**config.mk**
```make
export PLATFORM = sky130hd
export DESIGN_NAME = prio_enc_rr
export DESIGN_NICKNAME = d
export VERILOG_FILES = /design/src/rtl/prio_enc_rr_pkg.sv /design/src/rtl/prio_enc_rr_search.sv /design/src/rtl/prio_enc_rr.sv
export SDC_FILE = /design/constraint.sdc
export NUM_CORES = 1
export LEC_CHECK = 0
export CORE_ASPECT_RATIO = 0.6
export CORE_MARGIN = 3
export CORE_UTILIZATION = 25
export DETAILED_ROUTE_END_ITERATION = 8
export SLEW_MARGIN = 40
export SYNTH_ARGS = -nofsm -noshare
export SYNTH_HDL_FRONTEND = slang
export SYNTH_SLANG_ARGS = --single-unit
```
**constraint.sdc**
```tcl
create_clock -name clk -period 3.1 [get_ports clk]
set_clock_uncertainty 0.1 [all_clocks]
set_input_delay 0.775 -clock clk [delete_from_list [all_inputs] [get_ports clk]]
set_output_delay 0.775 -clock clk [all_outputs]
set_load 0.1 [all_outputs]
```
**src/rtl/prio_enc_rr_pkg.sv**
```systemverilog
// -----------------------------------------------------------------------------
// prio_enc_rr_pkg
// Purpose : shared types and helpers for the round-robin priority encoder.
//           Holds the priority-mode enum, the widest supported request
//           vector, and a "two or more bits set" helper.
// Ports   : none (package).
// -----------------------------------------------------------------------------
package prio_enc_rr_pkg;

  // Widest request vector the encoder is built for.
  localparam int unsigned PE_MAX_WIDTH = 64;

  // Priority mode as seen on rr_en.
  typedef enum logic {
    MODE_FIXED = 1'b0,
    MODE_RR    = 1'b1
  } prio_mode_e;

  // True when the vector has two or more bits set. Clearing the lowest set
  // bit leaves a non-zero value only if another bit was set.
  function automatic logic pe_multi(input logic [PE_MAX_WIDTH-1:0] v);
    return (v & (v - {{(PE_MAX_WIDTH-1){1'b0}}, 1'b1})) != '0;
  endfunction

endpackage

```
**src/rtl/prio_enc_rr_search.sv**
```systemverilog
// -----------------------------------------------------------------------------
// prio_search
// Purpose : combinational masked priority search. Finds the first set bit of
//           req searching upward from ptr, wrapping to bit 0. With ptr=0 this
//           is a plain lowest-index-wins encoder.
// Ports   : req   [WIDTH-1:0] request vector
//           ptr   [IDX_W-1:0] search start position (always < WIDTH)
//           index [IDX_W-1:0] winning bit position, 0 when req is all-zero
//           none              req is all-zero
//           multi             req has two or more bits set
// -----------------------------------------------------------------------------
module prio_search
  import prio_enc_rr_pkg::*;
#(
  parameter int WIDTH = 16,
  parameter int IDX_W = $clog2(WIDTH)
) (
  input  logic [WIDTH-1:0] req,
  input  logic [IDX_W-1:0] ptr,
  output logic [IDX_W-1:0] index,
  output logic             none,
  output logic             multi
);

  logic [WIDTH-1:0] upper_mask;
  logic [WIDTH-1:0] masked;
  logic [WIDTH-1:0] search;

  always_comb begin
    upper_mask = '0;
    for (int i = 0; i < WIDTH; i++) begin
      if (i >= int'(ptr)) upper_mask[i] = 1'b1;
    end

    // Requests at or above ptr take precedence; if there are none, the
    // search wraps and the lowest request overall wins.
    masked = req & upper_mask;
    search = (masked != '0) ? masked : req;

    // Scan downward so the lowest set bit is the last one written.
    index = '0;
    for (int i = WIDTH - 1; i >= 0; i--) begin
      if (search[i]) index = IDX_W'(i);
    end

    none  = (req == '0);
    multi = pe_multi(PE_MAX_WIDTH'(req));
  end

endmodule

```
**src/rtl/prio_enc_rr.sv**
```systemverilog
// -----------------------------------------------------------------------------
// prio_enc_rr
// Purpose : priority encoder with selectable fixed / round-robin priority and a
//           single-entry registered output with valid/ready handshake.
//           Latency 1, full throughput when the consumer is ready.
// Ports   : clk, rst_n        clock, asynchronous active-low reset
//           enable            gates acceptance of new requests only
//           rr_en             0 = lowest index wins, 1 = round-robin from ptr
//           req_valid, req    request vector handshake (input side)
//           req_ready         block can accept req this cycle
//           out_valid         registered result valid
//           out_ready         consumer accepts the result
//           out_index         winning bit index
//           out_none          accepted vector was all-zero
//           out_multi         accepted vector had two or more bits set
// -----------------------------------------------------------------------------
module prio_enc_rr
  import prio_enc_rr_pkg::*;
#(
  parameter int WIDTH = 16,
  parameter int IDX_W = $clog2(WIDTH)
) (
  input  logic             clk,
  input  logic             rst_n,
  input  logic             enable,
  input  logic             rr_en,
  input  logic             req_valid,
  input  logic [WIDTH-1:0] req,
  output logic             req_ready,
  output logic             out_valid,
  input  logic             out_ready,
  output logic [IDX_W-1:0] out_index,
  output logic             out_none,
  output logic             out_multi
);

  prio_mode_e       mode;
  logic             accept;
  logic [IDX_W-1:0] search_ptr;
  logic [IDX_W-1:0] srch_index;
  logic             srch_none;
  logic             srch_multi;

  logic             out_valid_q, out_valid_d;
  logic [IDX_W-1:0] out_index_q, out_index_d;
  logic             out_none_q,  out_none_d;
  logic             out_multi_q, out_multi_d;
  logic [IDX_W-1:0] ptr_q,       ptr_d;

  assign mode = prio_mode_e'(rr_en);

  // The output register frees up in the same cycle it is drained, so a new
  // request can be taken while the consumer is reading the old result.
  assign req_ready = enable & (~out_valid_q | out_ready);
  assign accept    = req_valid & req_ready;

  // Fixed mode is a round-robin search that always starts at bit 0; ptr_q is
  // left untouched so the round-robin history survives mode switches.
  assign search_ptr = (mode == MODE_RR) ? ptr_q : '0;

  prio_search #(
    .WIDTH (WIDTH),
    .IDX_W (IDX_W)
  ) u_search (
    .req   (req),
    .ptr   (search_ptr),
    .index (srch_index),
    .none  (srch_none),
    .multi (srch_multi)
  );

  always_comb begin
    out_valid_d = out_valid_q;
    out_index_d = out_index_q;
    out_none_d  = out_none_q;
    out_multi_d = out_multi_q;
    ptr_d       = ptr_q;

    if (accept) begin
      out_valid_d = 1'b1;
      out_index_d = srch_index;
      out_none_d  = srch_none;
      out_multi_d = srch_multi;
      // Advance past the winner; explicit wrap keeps ptr below WIDTH even
      // when WIDTH is not a power of two.
      if ((mode == MODE_RR) && !srch_none) begin
        if (srch_index == IDX_W'(WIDTH - 1)) ptr_d = '0;
        else                                 ptr_d = srch_index + IDX_W'(1);
      end
    end else if (out_ready) begin
      out_valid_d = 1'b0;
    end
  end

  // ---- output / pointer register stage ----
  always_ff @(posedge clk or negedge rst_n) begin
    if (!rst_n) begin
      out_valid_q <= 1'b0;
      out_index_q <= '0;
      out_none_q  <= 1'b0;
      out_multi_q <= 1'b0;
      ptr_q       <= '0;
    end else begin
      out_valid_q <= out_valid_d;
      out_index_q <= out_index_d;
      out_none_q  <= out_none_d;
      out_multi_q <= out_multi_d;
      ptr_q       <= ptr_d;
    end
  end

  assign out_valid = out_valid_q;
  assign out_index = out_index_q;
  assign out_none  = out_none_q;
  assign out_multi = out_multi_q;

endmodule

```
# [Yosys cells after proc, flatten, opt, wreduce, memory -nomap -nowiden]
# Index checks and enable logic that the tools add are counted.
[word_totals] ff_bits=11 input_bits=22 output_inout_bits=8 wordCells=72
[classes] add_sub_neg=2 n_lt_le_gt_ge=15 eq_ne=1 n_mux=36 n_bitwise=6 n_reduce_logical=7
[ops] operator="4-bit two-way mux" n=18
[ops] operator="16-bit by 64-bit AND with 64-bit output" n=1
[ops] operator="64-bit nonzero test" n=1
[ops] operator="4-bit >= comparator (first input constant)" n=7
[ops] operator="1-bit two-way mux" n=17
[ops] operator="16-bit by 1-bit subtractor with 17-bit output (second input constant)" n=1
[ops] operator="16-bit AND" n=1
[ops] operator="3-bit by 4-bit >= comparator with 1-bit output (first input constant)" n=4
[ops] operator="16-bit logical NOT" n=1
[ops] operator="16-bit two-way mux" n=1
[ops] operator="16-bit nonzero test" n=1
[ops] operator="1-bit by 4-bit >= comparator with 1-bit output (first input constant)" n=2
[ops] operator="2-bit by 4-bit >= comparator with 1-bit output (first input constant)" n=2
[ops] operator="4-bit by 1-bit adder with 4-bit output (second input constant)" n=1
[ops] operator="4-bit equality test (second input constant)" n=1
[ops] operator="1-bit AND" n=2
[ops] operator="2-bit AND reduction" n=1
[ops] operator="2-bit nonzero test" n=1
[ops] operator="1-bit logical AND" n=1
[ops] operator="1-bit logical NOT" n=1
[ops] operator="1-bit NOT" n=1
[ops] operator="1-bit bitwise OR" n=1

# [Logic depth before layout (Yosys ltp)]
# Gate-level depths: netlist (run 1).
[logic_depth] ltp_word=24 mapped_depth=14 depth_no_buf=10

# [Modules after synthesis]
# A second synthesis (run 1) with hierarchy kept.
[hier_totals] cells_unflattened=189 area_unflattened_um2=1400.1
[by_module_without_submodules] module="prio_search" instances=1 cells_per_inst=149 area_each_um2=875.8 seq_area_each_um2=0.0
[by_module_without_submodules] module="prio_enc_rr" instances=1 cells_per_inst=40 area_each_um2=524.3 seq_area_each_um2=275.3

# [Least setup slack after synthesis (run 1)]
# OpenSTA, ideal clock, no wires.
[synth_timing] path_kind="input to register" from="in req[0]" to="reg ptr_q[0]" setup_ns=0.125 t_arrival_ns=3.168 t_required_ns=2.875 slack_ns=-0.293 cell_stages=9 n_path_buf=1 path_cell_list="or4_4 or3_4 nor2_4 nand2_2 or4_4 or3_1 and3_4 buf_6 mux2_4"
[synth_between] elab_chain_cells=21 word_cells_on_any_way=26 classes_between="1 x add/sub; 1 x eq/ne; 18 x mux; 1 x bitwise; 5 x reduce/logical"
[synth_lines] item="start, declared" line="prio_enc_rr.sv:28" source="input logic [WIDTH-1:0] req,"
[synth_lines] item="16-bit AND" line="prio_enc_rr_search.sv:37" source="masked = req & upper_mask;"
[synth_lines] item="16-bit nonzero test" line="prio_enc_rr_search.sv:38" source="search = (masked != '0) ? masked : req;"
[synth_lines] item="16-bit two-way mux" line="prio_enc_rr_search.sv:38"
[synth_lines] item="4-bit two-way mux (16 in series)" line="prio_enc_rr_search.sv:43" source="if (search[i]) index = IDX_W'(i);"
[synth_lines] item="4-bit by 1-bit adder with 4-bit output / 4-bit equality test (equally long branches)" line="prio_enc_rr.sv:88, prio_enc_rr.sv:87"
[synth_lines] item="4-bit two-way mux" line="prio_enc_rr.sv:87" source="if (srch_index == IDX_W'(WIDTH - 1)) ptr_d = '0;"
[synth_lines] item="end signal, assigned" line="prio_enc_rr.sv:108" source="ptr_q <= ptr_d;"
[synth_lines] item="end, declared" line="prio_enc_rr.sv:48" source="logic [IDX_W-1:0] ptr_q, ptr_d;"
# Several ways; a longest one is shown, not always the timed one.
# A chain may end at the register's enable or synchronous reset.

# [Worst setup path in the final report (run 1)]
[layout_timing] from="in req[8]" to="reg ptr_q[3]"
# Same word-level chain as after synthesis.

==> results of run 1 <==
[metrics by stage]
step | power, mW | TNS (ns) | worst slack [ns] | hold WS [ns] | std cells
2_1_floorplan | 0.582 | -0.811 | -0.293 | 0.379 | 183
3_3_place_gp | 0.909 | -7.22 | -0.883 | 0.371 | 336
3_5_place_dp | 0.905 | -7.23 | -0.884 | 0.372 | 336
4_1_cts | 1.08 | -1.24 | -0.297 | 0.383 | 351
5_1_grt | 1.21 | -1.55 | -0.316 | 0.399 | 355
6_report | 1.14 | -1.02 | -0.226 | 0.377 | 355
[synth_stat cells (3+ instances only)]
| cell | instances |
|---|---|
| or3_1 | 3 |
| inv_1 | 6 |
| nand2_1 | 23 |
| o21ai_0 | 12 |
| nor2b_1 | 3 |
| nor2_1 | 11 |
| o21a_1 | 5 |
| nor3_1 | 3 |
| nand3_1 | 4 |
| and3_1 | 3 |
| buf_4 | 3 |
| maj3_1 | 3 |
| nand4_1 | 3 |
| a31oi_1 | 6 |
| or2_2 | 4 |
| and2_1 | 5 |
| buf_2 | 5 |
| a21oi_1 | 9 |
| a211oi_1 | 5 |
| a31o_2 | 4 |
| nand2b_1 | 6 |
| dfrtp_1 | 11 |
| a21o_1 | 3 |
[worst max-delay path by stage]
stage | start | end | slack (ns)
2_1_floorplan | req[0] | ptr_q[0]$_DFFE_PN0P_ | -0.29
3_3_place_gp | rr_en | ptr_q[1]$_DFFE_PN0P_ | -0.88
3_5_place_dp | rr_en | ptr_q[1]$_DFFE_PN0P_ | -0.88
4_1_cts | req[3] | ptr_q[0]$_DFFE_PN0P_ | -0.30
5_1_grt | req[8] | ptr_q[3]$_DFFE_PN0P_ | -0.32
6_report | req[8] | ptr_q[3]$_DFFE_PN0P_ | -0.23
[area by class of cell]
cell class                      count  area, sq um  area share, %
Multi-Input combinational cell    156         1130           44.6
Timing Repair Buffer              112          978           38.6
Sequential cell                    11          277           10.9
Tap cell                           66         82.6           3.26
Clock buffer                        4         45.0           1.78
Inverter                            6         22.5          0.888
[repair_timing]
action                                 4_1_cts  5_1_grt
gates cloned                                 0        1
pin swaps                                   19       16
resized for setup                           43       34
endpoints found under the hold margin        0        0
setup buffers                               12        3
setup endpoints to repair                   10        9
[registers in the layout, indices dropped and copies added, names as in the netlist]
name and flops:
out_index 4, ptr_q 4, out_multi 1, out_none 1, out_valid 1
[logic make-up after synthesis]
group           after synthesis  share of synthesized area [%]
compound gates               71                           36.7
fa+ha+maj                     3                           2.20
buf+inv                      16                           6.24
flops                        11                           20.2
mux                           3                           2.75
simple gates                 79                           31.9
[power groups by stage]
| stage | sequential, mW | combinational [mW] | clock [mW] |
|---|---|---|---|
| after floorplan | 0.298 | 0.284 | 0 |
| after global placement | 0.223 | 0.686 | 0 |
| after detailed placement | 0.224 | 0.682 | 0 |
| after CTS | 0.223 | 0.711 | 0.149 |
| after global routing | 0.234 | 0.814 | 0.158 |
| final | 0.228 | 0.768 | 0.142 |
[cells in the final DEF (no fill, tap or decap), types with 4 or more instances in the layout]
cell / instances
nand2_2: 4
nand2b_1: 5
a211oi_1: 4
buf_6: 8
dlygate4sd2_1: 4
or2_2: 4
o21a_1: 5
nor2_1: 8
a31oi_1: 6
o21ai_1: 6
buf_4: 81
clkdlybuf4s50_1: 11
o21ai_0: 7
inv_1: 5
a21oi_1: 8
dfrtp_1: 10
nand2_1: 21
a31o_2: 4
buf_12: 4
[metal layers]
metal | GRT usage [%] | wire [um]
met1 | 29.9 | 2760
met2 | 22.6 | 2210
met3 | 7.63 | 971
met4 | 2.16 | 59
met5 | 0 | 0
[worst reg2reg max path, delay by kind of cell (launching register included)]
family | cells | cell delay (ns)
compound gates | 4 | 1.14
buf+inv | 1 | 0.14
flops | 1 | 0.48
simple gates | 6 | 1.30
==> results.tsv, run 1 <==
stage	metric	value	unit
status	status	complete, but fails checks	
detailed_routing	final wirelength	6000	um
placed_design	DP Wirelength	4590	um
clock_network	maximum clock insertion buffer count	2	
synthesis	Synth cell types	54	
synthesis	mapped cell area	1360	sq um
detailed_routing	Initial DRT Pass Iterations	5	
worst_hold_path	worst min path class	reg2reg	
sta	final number of hold-violating endpoints	0	
synthesis	FF+latch count, synth	11	
cells_and_area	fill count	503	
clock_network	Clock Tree Root	clkbuf_8	
pwr	Switch Pwr	0.515	mW
worst_setup_path	critical path depth	11	
placed_design	cell area after placement	2210	sq um
synthesis	syn_nets	205	
clock_network	CTS tree	done	
worst_setup_path	crit path buf inv count	2	
global_routing	vias in the first global route	1749	
synthesis	Post-Syn Instances	183	
detailed_routing	post-detailed-route wirelength per cell	16.9	um
synthesis	register area share after synthesis	20.2	%
pwr	sequential fraction of design power	20.0	%
placed_design	Port Buf Inserts	29	
sta	Finish-stage setup viols	6	
worst_setup_path	CP Cell Sequence	clkdlybuf4s50_1 > nand2_1 > and3_2 > and4_4 > buf_12 > and2_4 > o311ai_2 > o2111ai_2 > and2_4 > or3_1 > a31oi_1	
worst_setup_path	capturing point of the worst reg2reg path	ptr_q[3]$_DFFE_PN0P_	
flow_run	Max Cap Viol	0	
synthesis	syn avg cell area	7.45	sq um
sta	fin crit share	107	%
sta	highest clock rate	0.301	GHz
clock_network	CTS clock-pin slew for the worst setup and hold paths	0.05	ns
synthesis	Ys Warns	0	
global_routing	largest net degree at the start of global routing	13	
detailed_routing	vias	1950	
worst_setup_path	Worst setup SP type	input pin	
cells_and_area	share of cells above drive strength 1	50.9	%
sta	final worst slack	-0.226	ns
synthesis	top cells by area, synth	dfrtp_1 20%, nand2_1 6.3%, o21ai_0 4.4%	
floorplan	Initial Util	26.4	%
worst_setup_path	reg2reg start	ptr_q[2]$_DFFE_PN0P_	
pwr	Int Pwr	0.624	mW
worst_setup_path	critical path class	in2reg	
sta	max-slew violations	0	
pwr	Clock power frac	12.5	%
floorplan	Die Y-Extent	63.2	um
worst_setup_path	Worst R2R Path Depth	11	
sta	post-layout min period	3.33	ns
cells_and_area	Finished Cell Area	2530	sq um
clock_network	Hold-fix buffers, CTS	0	
pwr	worst IR drop on VDD	0.190	mV
global_routing	GRT overflow	0	
synthesis	Yosys top cell by area	dfrtp_1	
global_routing	first-pass GRT wire length	9230	um
pwr	switching part of the total power	45.2	%
floorplan	Die ar.	6400	sq um
worst_setup_path	crit end category	flop	
global_routing	initial antenna violation count	0	
clock_network	CTS buffer count	3	
sta	RSZ-0062 raised after global routing	true	
floorplan	# IOs	30	
clock_network	clk_lat worst skew	0.23	ns
cells_and_area	antenna cells	0	
worst_setup_path	Max FO, Critical Path	7	
worst_setup_path	Worst Path Required	3.16	ns
synthesis	top cell type's share of synthesized area	20.2	%
synthesis	Primary FF master, synth	dfrtp_1	
worst_hold_path	HP Start	out_none$_DFFE_PN0P_	
cells_and_area	area growth from synthesis to layout	86.0	%
worst_setup_path	Worst EP arrival	3.38	ns
pwr	Leak	1.12	nW
worst_setup_path	CP most frequent cell	and2_4	
sta	Slew @ Worst Pin	0.626	ns
worst_setup_path	flop-to-flop setup slack	-0.14	ns
sta	Slew headroom	58.3	%
worst_hold_path	WHS Path Cells	2	
global_routing	Total GRT Usage	18.5	%
cells_and_area	# nets final	312	
placed_design	Routability Congestion	1.02	
pwr	pwr dens	449	nW/um^2
synthesis	Post-synth EDFFs	0	
clock_network	# clock sinks	11	
status	failing checks	negative setup slack	
clock_network	H-tree levels	1	
worst_setup_path	CP top delay family	simple AND/OR/NAND/NOR gates	
detailed_routing	DR DRC count	0	
floorplan	row cnt	20	
detailed_routing	initial drt markers	242	
detailed_routing	ANT nets after route	0	
floorplan	core area	5150	sq um
worst_hold_path	hold path endpoint	out_none$_DFFE_PN0P_	
floorplan	Die W	101	um
worst_setup_path	Max stage delay cell, worst path	clkdlybuf4s50_1	
cells_and_area	fin util	49.2	%
detailed_routing	Vias/cell	5.49	
synthesis	fraction of registers with async set/reset	100	%
pwr	Comb power frac	67.5	%
worst_setup_path	Worst path max stage delay	0.51	ns
(Power assumes the default switching activity.)
==> run 2, diff against run 1 <==
--- a/config.mk
+++ b/config.mk
@@ -6,9 +6,9 @@
 export NUM_CORES = 1
 export LEC_CHECK = 0
 export CORE_ASPECT_RATIO = 0.6
-export CORE_MARGIN = 3
-export CORE_UTILIZATION = 25
+export CORE_UTILIZATION = 50
 export DETAILED_ROUTE_END_ITERATION = 8
+export PLACE_DENSITY = 0.79
 export SLEW_MARGIN = 40
 export SYNTH_ARGS = -nofsm -noshare
 export SYNTH_HDL_FRONTEND = slang
==> constraint.sdc (replaced) <==
create_clock -name clk -period 3.2 [get_ports clk]
set_clock_uncertainty 0.1 [all_clocks]
set_input_delay 0.8 -clock clk [delete_from_list [all_inputs] [get_ports clk]]
set_output_delay 0.8 -clock clk [all_outputs]
set_load 0.1 [all_outputs]
==> results.tsv, run 2 (synthesis results as in run 1) <==
stage	metric	value	unit	change
status	status	complete, but fails checks		
status	failing checks	design-rule violations, negative setup slack		
sta	final number of hold-violating endpoints	0		unchanged
detailed_routing	ANT nets after route	0		unchanged
placed_design	Port Buf Inserts	29		unchanged
sta	fin crit share	111	%	
worst_hold_path	worst min path class	reg2reg		
worst_setup_path	Max FO, Critical Path	9		+2
worst_setup_path	CP Cell Sequence	nor4_1 > o21ai_1 > and3_1 > and4_4 > clkbuf_16 > buf_4 > a211oi_1 > o21ai_1 > nand2b_1 > a21oi_2 > buf_4 > o21ai_1 > a31oi_4		
floorplan	Initial Util	53.6	%	+27 points
sta	setup TNS	-2.02	ns	-0.993 ns
global_routing	GRT overflow	0		unchanged
floorplan	Die Y-Extent	42.4	um	-33%
cells_and_area	antenna cells	0		unchanged
pwr	Leak	1.04	nW	-6.5%
sta	RSZ-0062 raised after global routing	true		
clock_network	# clock sinks	11		unchanged
placed_design	DP Wirelength	4400	um	-4.1%
cells_and_area	Finished Cell Area	2420	sq um	-4.5%
floorplan	row cnt	14		-30%
pwr	Comb power frac	66.8	%	-0.7 points
cells_and_area	fill count	67		-87%
sta	post-layout min period	3.56	ns	
detailed_routing	DR DRC count	78		+78
flow_run	Max Cap Viol	0		unchanged
cells_and_area	share of cells above drive strength 1	51.1	%	+0.25 points
sta	final worst slack	-0.363	ns	-0.137 ns
detailed_routing	vias	2390		+23%
pwr	switching part of the total power	51.7	%	+6.5 points
global_routing	initial antenna violation count	0		unchanged
clock_network	CTS tree	done		
cells_and_area	most frequent cells in the layout	63 x buf_4, 22 x nand2_1, 12 x clkdlybuf4s50_1, 10 x dfrtp_1, 9 x nor2_1		
pwr	Clock power frac	13.0	%	+0.5 points
floorplan	Die ar.	2940	sq um	-54%
detailed_routing	Vias/cell	7.91		+44%
cells_and_area	# nets final	293		-6.1%
global_routing	Total GRT Usage	43.3	%	+25 points
placed_design	Place WS	-0.793	ns	+0.0906 ns
cells_and_area	most common cell after layout, fill and taps aside	buf_4		
detailed_routing	initial drt markers	482		+99%
sta	highest clock rate	0.281	GHz	
pwr	Int Pwr	0.572	mW	-8.3%
pwr	Switch Pwr	0.613	mW	+19%
worst_setup_path	critical path class	reg2reg		
pwr	total power	1.19	mW	+4.1%
worst_setup_path	Worst setup SP type	flop		
global_routing	first-pass GRT wire length	9740	um	+5.5%
sta	Finish-stage setup viols	10		+4
sta	Slew headroom	52.5	%	-5.8 points
cells_and_area	area growth from synthesis to layout	77.7	%	
floorplan	# IOs	30		unchanged
worst_setup_path	Worst path max stage delay	0.52	ns	about the same
placed_design	Routability Congestion	1.04		+2.3%
worst_setup_path	CP most frequent cell	o21ai_1		
pwr	worst IR drop on VDD	0.578	mV	+200%
clock_network	Clock Tree Root	clkbuf_8		
placed_design	cell area after placement	2030	sq um	-8.5%
detailed_routing	final wirelength	8540	um	+42%
global_routing	vias in the first global route	1993		+14%
clock_network	clk_lat worst skew	0.25	ns	+0.02 ns
pwr	sequential fraction of design power	20.3	%	+0.3 points
floorplan	Die W	69.4	um	-32%
cells_and_area	Multi-input gate area	1220	sq um	+8.4%
clock_network	Hold-fix buffers, CTS	0		unchanged
global_routing	largest net degree at the start of global routing	15		+2
clock_network	maximum clock insertion buffer count	2		unchanged
cells_and_area	Reg area	277	sq um	unchanged
worst_setup_path	crit end category	flop		
clock_network	CTS clock-pin slew for the worst setup and hold paths	0.06	ns	about the same
worst_setup_path	flop-to-flop setup slack	-0.36	ns	-0.22 ns
pwr	pwr dens	490	nW/um^2	+9.0%
clock_network	H-tree levels	1		unchanged
sta	Slew @ Worst Pin	0.713	ns	+0.0875 ns
worst_setup_path	Worst EP arrival	3.62	ns	+0.24 ns
floorplan	core area	2540	sq um	-51%
sta	max-slew violations	0		unchanged
clock_network	CTS buffer count	3		unchanged
detailed_routing	post-detailed-route wirelength per cell	28.3	um	+67%
worst_setup_path	Max stage delay cell, worst path	dfrtp_1		
cells_and_area	fin util	95.3	%	+46 points
detailed_routing	Initial DRT Pass Iterations	9		+4
worst_setup_path	Worst Path Required	3.26	ns	+0.10 ns
[run 2: changes by cell type in the layout (fill, tap and decap cells not counted), moves of 3 or more]
cell / change
dlygate4sd2_1: -3
a31oi_1: -3
buf_4: -18
dlymetal6s2s_1: +3
[run 2: layout make-up]
| cell class | count | area share (%) |
|---|---|---|
| Multi-Input combinational cell | 156 | 50.6 |
| Inverter | 6 | 1.03 |
| Timing Repair Buffer | 93 | 33.4 |
| Tap cell | 32 | 1.65 |
| Sequential cell | 11 | 11.4 |
| Clock buffer | 4 | 1.86 |
[run 2: power groups by stage]
stage                     sequential (mW)  clock, mW  combinational, mW
after CTS                           0.225      0.144              0.624
after floorplan                     0.289          0              0.275
after detailed placement            0.226          0              0.584
after global routing                0.241      0.156              0.810
final                               0.240      0.154              0.792
after global placement              0.225          0              0.569
[run 2: metal layers]
metal / track usage, % / wire length [um]
met5: 0 / 30
met4: 20.8 / 948
met3: 14.7 / 1480
met2: 64.3 / 3240
met1: 56.5 / 2840
[run 2: stage by stage]
| step | hold slack, ns | cells |
|---|---|---|
| final | 0.428 | 302 |
| after global routing | 0.439 | 302 |
| after CTS | 0.380 | 299 |
| after detailed placement | 0.368 | 286 |
| after global placement | 0.362 | 286 |
| after floorplan | 0.404 | 183 |
[run 2: worst max-delay path, delay by kind of cell, from the launching register on]
kind                   cells  cell delay, ns
buffers and inverters      3            0.46
flip-flops                 1            0.52
AO/OA/AOI/OAI              6            1.23
AND/OR/NAND/NOR            4            1.15
[run 2: what timing repair did]
action,4_1_cts,5_1_grt
endpoints found under the setup margin,10,10
pin swaps,15,18
buffers inserted,8,2
cloned,1,1
resized for setup,45,43
[run 2: worst paths after layout]
path | start | end | cells past startpoint
setup reg to reg | ptr_q[1]$_DFFE_PN0P_ | ptr_q[2]$_DFFE_PN0P_ | 13
min in group asynchronous | rst_n | out_none$_DFFE_PN0P_ | 1
setup / recovery | ptr_q[1]$_DFFE_PN0P_ | ptr_q[2]$_DFFE_PN0P_ | 13
max in group asynchronous | rst_n | ptr_q[2]$_DFFE_PN0P_ | 1
hold / removal | out_multi$_DFFE_PN0P_ | out_multi$_DFFE_PN0P_ | 1
hold reg to reg | out_multi$_DFFE_PN0P_ | out_multi$_DFFE_PN0P_ | 1
==> run 3, diff against run 2 <==
--- a/config.mk
+++ b/config.mk
@@ -9,6 +9,7 @@
 export CORE_UTILIZATION = 50
 export DETAILED_ROUTE_END_ITERATION = 8
 export PLACE_DENSITY = 0.79
+export REMOVE_ABC_BUFFERS = 1
 export SLEW_MARGIN = 40
 export SYNTH_ARGS = -nofsm -noshare
 export SYNTH_HDL_FRONTEND = slang
==> results.tsv, run 3 <==
stage	metric	value	unit	change
synthesis	Post-synth EDFFs	0		unchanged
clock_network	maximum clock insertion buffer count	2		unchanged
synthesis	Ys Warns	0		unchanged
synthesis	mapped cell area	1360	sq um	unchanged
placed_design	Placed Cells	294		+2.8%
sta	GRT repair_timing worst endpoint	ptr_q[2]$_DFFE_PN0P_/D		
synthesis	top cell type's share of synthesized area	20.2	%	unchanged
synthesis	syn avg cell area	7.45	sq um	unchanged
floorplan	Initial Util	53.6	%	unchanged
global_routing	largest net degree at the start of global routing	13		
status	status	stopped before the end		
synthesis	register area share after synthesis	20.2	%	unchanged
synthesis	top-count cell post-synth	nand2_1		
placed_design	Port Buf Inserts	29		unchanged
floorplan	Die W	69.4	um	unchanged
synthesis	commonest cells in the netlist	23 x nand2_1, 12 x o21ai_0, 11 x dfrtp_1, 11 x nor2_1, 9 x a21oi_1		
synthesis	FF+latch count, synth	11		unchanged
synthesis	Synth cell types	54		unchanged
status	error msg	[ERROR GRT-0232] Routing congestion too high. Check the congestion heatmap in the GUI.		
floorplan	# IOs	30		unchanged
placed_design	Routability Congestion	1.07		+2.7%
clock_network	Clock Tree Root	clkbuf_8		
status	Last stage	5_1_grt		
clock_network	CTS buffer count	3		unchanged
synthesis	top cells by area, synth	dfrtp_1 20%, nand2_1 6.3%, o21ai_0 4.4%		
clock_network	H-tree levels	1		unchanged
synthesis	Post-Syn Instances	183		unchanged
floorplan	row cnt	14		unchanged
synthesis	Yosys top cell by area	dfrtp_1		
global_routing	Total GRT Usage	74.5	%	
sta	worst_ep kind	sequential cell input		
synthesis	fraction of registers with async set/reset	100	%	unchanged
global_routing	GRT overflow	7		
clock_network	# clock sinks	11		unchanged
clock_network	Hold-fix buffers, CTS	0		unchanged
synthesis	Primary FF master, synth	dfrtp_1		
floorplan	Die Y-Extent	42.4	um	unchanged
placed_design	DP Wirelength	4600	um	+4.6%
run 3: through the flow:
stage	worst slack [ns]	utilization (%)	hold WS [ns]	area (sq um)
after floorplan	-0.133	-	0.404	1300
after global placement	-0.818	81.6	0.363	2070
after detailed placement	-1.02	81.6	0.393	2070
after CTS	-0.212	89.0	0.400	2260
run 3: cells by family after synthesis:
| group | synth area share [%] |
|---|---|
| multiplexers | 2.75 |
| adder cells (fa/ha/maj) | 2.20 |
| flip-flops | 20.2 |
| AO/OA/AOI/OAI | 36.7 |
| AND/OR/NAND/NOR | 31.9 |
| buffers and inverters | 6.24 |
run 3: metal layers:
metal	GRT overflow	track usage (%)
met4	4	70.6
met1	0	79.7
met5	0	3.70
met3	0	57.9
met2	3	90.1
run 3: timing repair:
item                       in CTS
setup endpoints to repair      10
resized for setup              51
hold endpoints to repair        0
setup buffers                   5
cloned                          1
pin swaps                      22
==> run 4, diff against run 3 <==
--- a/config.mk
+++ b/config.mk
@@ -5,10 +5,9 @@
 export SDC_FILE = /design/constraint.sdc
 export NUM_CORES = 1
 export LEC_CHECK = 0
-export CORE_ASPECT_RATIO = 0.6
-export CORE_UTILIZATION = 50
+export CORE_UTILIZATION = 35
 export DETAILED_ROUTE_END_ITERATION = 8
-export PLACE_DENSITY = 0.79
+export PLACE_DENSITY_LB_ADDON = 0.15
 export REMOVE_ABC_BUFFERS = 1
 export SLEW_MARGIN = 40
 export SYNTH_ARGS = -nofsm -noshare
==> results.tsv, run 4 (synthesis results as in run 1) <==
stage	metric	value	unit	change
sta	max-slew violations	0		
status	failing checks	negative setup slack		
global_routing	GRT overflow	0		
sta	final number of hold-violating endpoints	0		
placed_design	cell area after placement	2050	sq um	-0.97%
clock_network	H-tree levels	1		unchanged
pwr	worst IR drop on VDD	0.283	mV	
detailed_routing	DR DRC count	0		
detailed_routing	initial drt markers	159		
sta	RSZ-0062 raised after global routing	true		
placed_design	Place WS	-0.806	ns	+0.209 ns
worst_setup_path	Worst EP arrival	3.32	ns	
worst_setup_path	critical path class	in2reg		
sta	setup TNS	-0.346	ns	
floorplan	# IOs	30		unchanged
floorplan	Die Y-Extent	64.4	um	+52%
worst_setup_path	Max FO, Critical Path	6		
detailed_routing	vias	1989		
clock_network	CTS clock-pin slew for the worst setup and hold paths	0.06	ns	
detailed_routing	post-detailed-route wirelength per cell	17.9	um	
global_routing	initial antenna violation count	0		
clock_network	maximum clock insertion buffer count	2		unchanged
cells_and_area	fin util	66.6	%	
sta	fin crit share	103	%	
global_routing	largest net degree at the start of global routing	13		
detailed_routing	ANT nets after route	0		
placed_design	DP Wirelength	4020	um	-13%
pwr	pwr dens	436	nW/um^2	
flow_run	Max Cap Viol	0		
global_routing	first-pass GRT wire length	8940	um	
cells_and_area	most common cell after layout, fill and taps aside	buf_4		
worst_setup_path	Worst Path Required	3.22	ns	
worst_hold_path	worst min path class	reg2reg		
placed_design	Routability Congestion	0.946		-11%
pwr	Leak	1.10	nW	
global_routing	vias in the first global route	1870		
sta	final worst slack	-0.0988	ns	
cells_and_area	most frequent cells in the layout	79 x buf_4, 21 x nand2_1, 11 x dfrtp_1, 10 x nor2_1, 10 x clkdlybuf4s50_1		
floorplan	core area	3690	sq um	
worst_setup_path	Worst setup SP type	input pin		
floorplan	row cnt	22		+8
floorplan	Initial Util	36.9	%	-17 points
sta	post-layout min period	3.30	ns	
detailed_routing	Vias/cell	6.03		
clock_network	Hold-fix buffers, CTS	0		unchanged
sta	Slew headroom	66.4	%	
sta	Slew @ Worst Pin	0.502	ns	
cells_and_area	share of cells above drive strength 1	50.4	%	
floorplan	Die W	64.4	um	-7.2%
detailed_routing	Initial DRT Pass Iterations	6		
cells_and_area	antenna cells	0		
sta	Finish-stage setup viols	5		
worst_setup_path	Worst R2R Path Depth	13		
floorplan	Die ar.	4150	sq um	
cells_and_area	area growth from synthesis to layout	80.2	%	
cells_and_area	fill count	314		
detailed_routing	final wirelength	5910	um	
clock_network	Clock Tree Root	clkbuf_8		
clock_network	# clock sinks	11		unchanged
placed_design	Port Buf Inserts	29		unchanged
cells_and_area	# nets final	305		
clock_network	CTS tree	done		
clock_network	clk_lat worst skew	0.24	ns	
worst_setup_path	crit end category	flop		
sta	highest clock rate	0.303	GHz	
global_routing	Total GRT Usage	27.6	%	
status	status	complete, but fails checks		
cells_and_area	Finished Cell Area	2450	sq um	
clock_network	CTS buffer count	3		unchanged
worst_hold_path	WHS Path Cells	2		
sta	Min Hold Slack	0.388	ns	
[run 4: power breakdown]
part	internal (mW)	total, mW	switching [mW]	leakage [nW]
clock	0.0857	0.141	0.0555	0.0255
combinational	0.316	0.700	0.384	0.941
sequential	0.169	0.228	0.0588	0.133
[run 4: area by class of cell]
type                            instances  area [sq um]  area share [%]
Multi-Input combinational cell        156          1160            47.1
Clock buffer                            3          41.3            1.68
Sequential cell                        11           275            11.2
Clock inverter                          1          5.00           0.204
Inverter                                6          22.5           0.917
Timing Repair Buffer                  105           893            36.4
Tap cell                               48          60.1            2.45
[run 4: through the flow]
step / total power, mW / instances
6_report: 1.07 / 330
5_1_grt: 1.13 / 330
4_1_cts: 1.01 / 326
3_5_place_dp: 0.822 / 303
3_3_place_gp: 0.814 / 303
2_1_floorplan: 0.539 / 173
[run 4: metal layers]
layer / track usage [%] / up-vias / wire (um)
li1: - / 901 / -
met1: 36.1 / 936 / 2330
met2: 47.0 / 125 / 2780
met3: 2.86 / 27 / 574
met4: 9.17 / 0 / 221
met5: 0 / - / 0
[run 4: worst paths after layout]
path / start / to / slack (ns)
min in group asynchronous: rst_n / out_index[0]$_DFFE_PN0P_ / 0.79
hold / removal: out_index[3]$_DFFE_PN0P_ / out_index[3]$_DFFE_PN0P_ / 0.39
max in group asynchronous: rst_n / out_multi$_DFFE_PN0P_ / 1.86
hold reg to reg: out_index[3]$_DFFE_PN0P_ / out_index[3]$_DFFE_PN0P_ / 0.39
setup reg to reg: ptr_q[0]$_DFFE_PN0P_ / ptr_q[3]$_DFFE_PN0P_ / 0.06
setup / recovery: req[0] / ptr_q[0]$_DFFE_PN0P_ / -0.1
[run 4: what timing repair did]
item,in CTS,in global routing
endpoints found under the hold margin,0,0
resized for setup,45,30
buffers inserted,17,5
pin swaps,16,19
gates cloned,2,0
setup endpoints to repair,10,8
[run 4: worst max-delay path: stages]
cell,delay [ns]
buf_6,0.09
or4_4,0.53
or3_4,0.37
nor2_4,0.13
nand2_2,0.09
or4_4,0.44
or3_4,0.39
and3_4,0.18
mux2_4,0.29
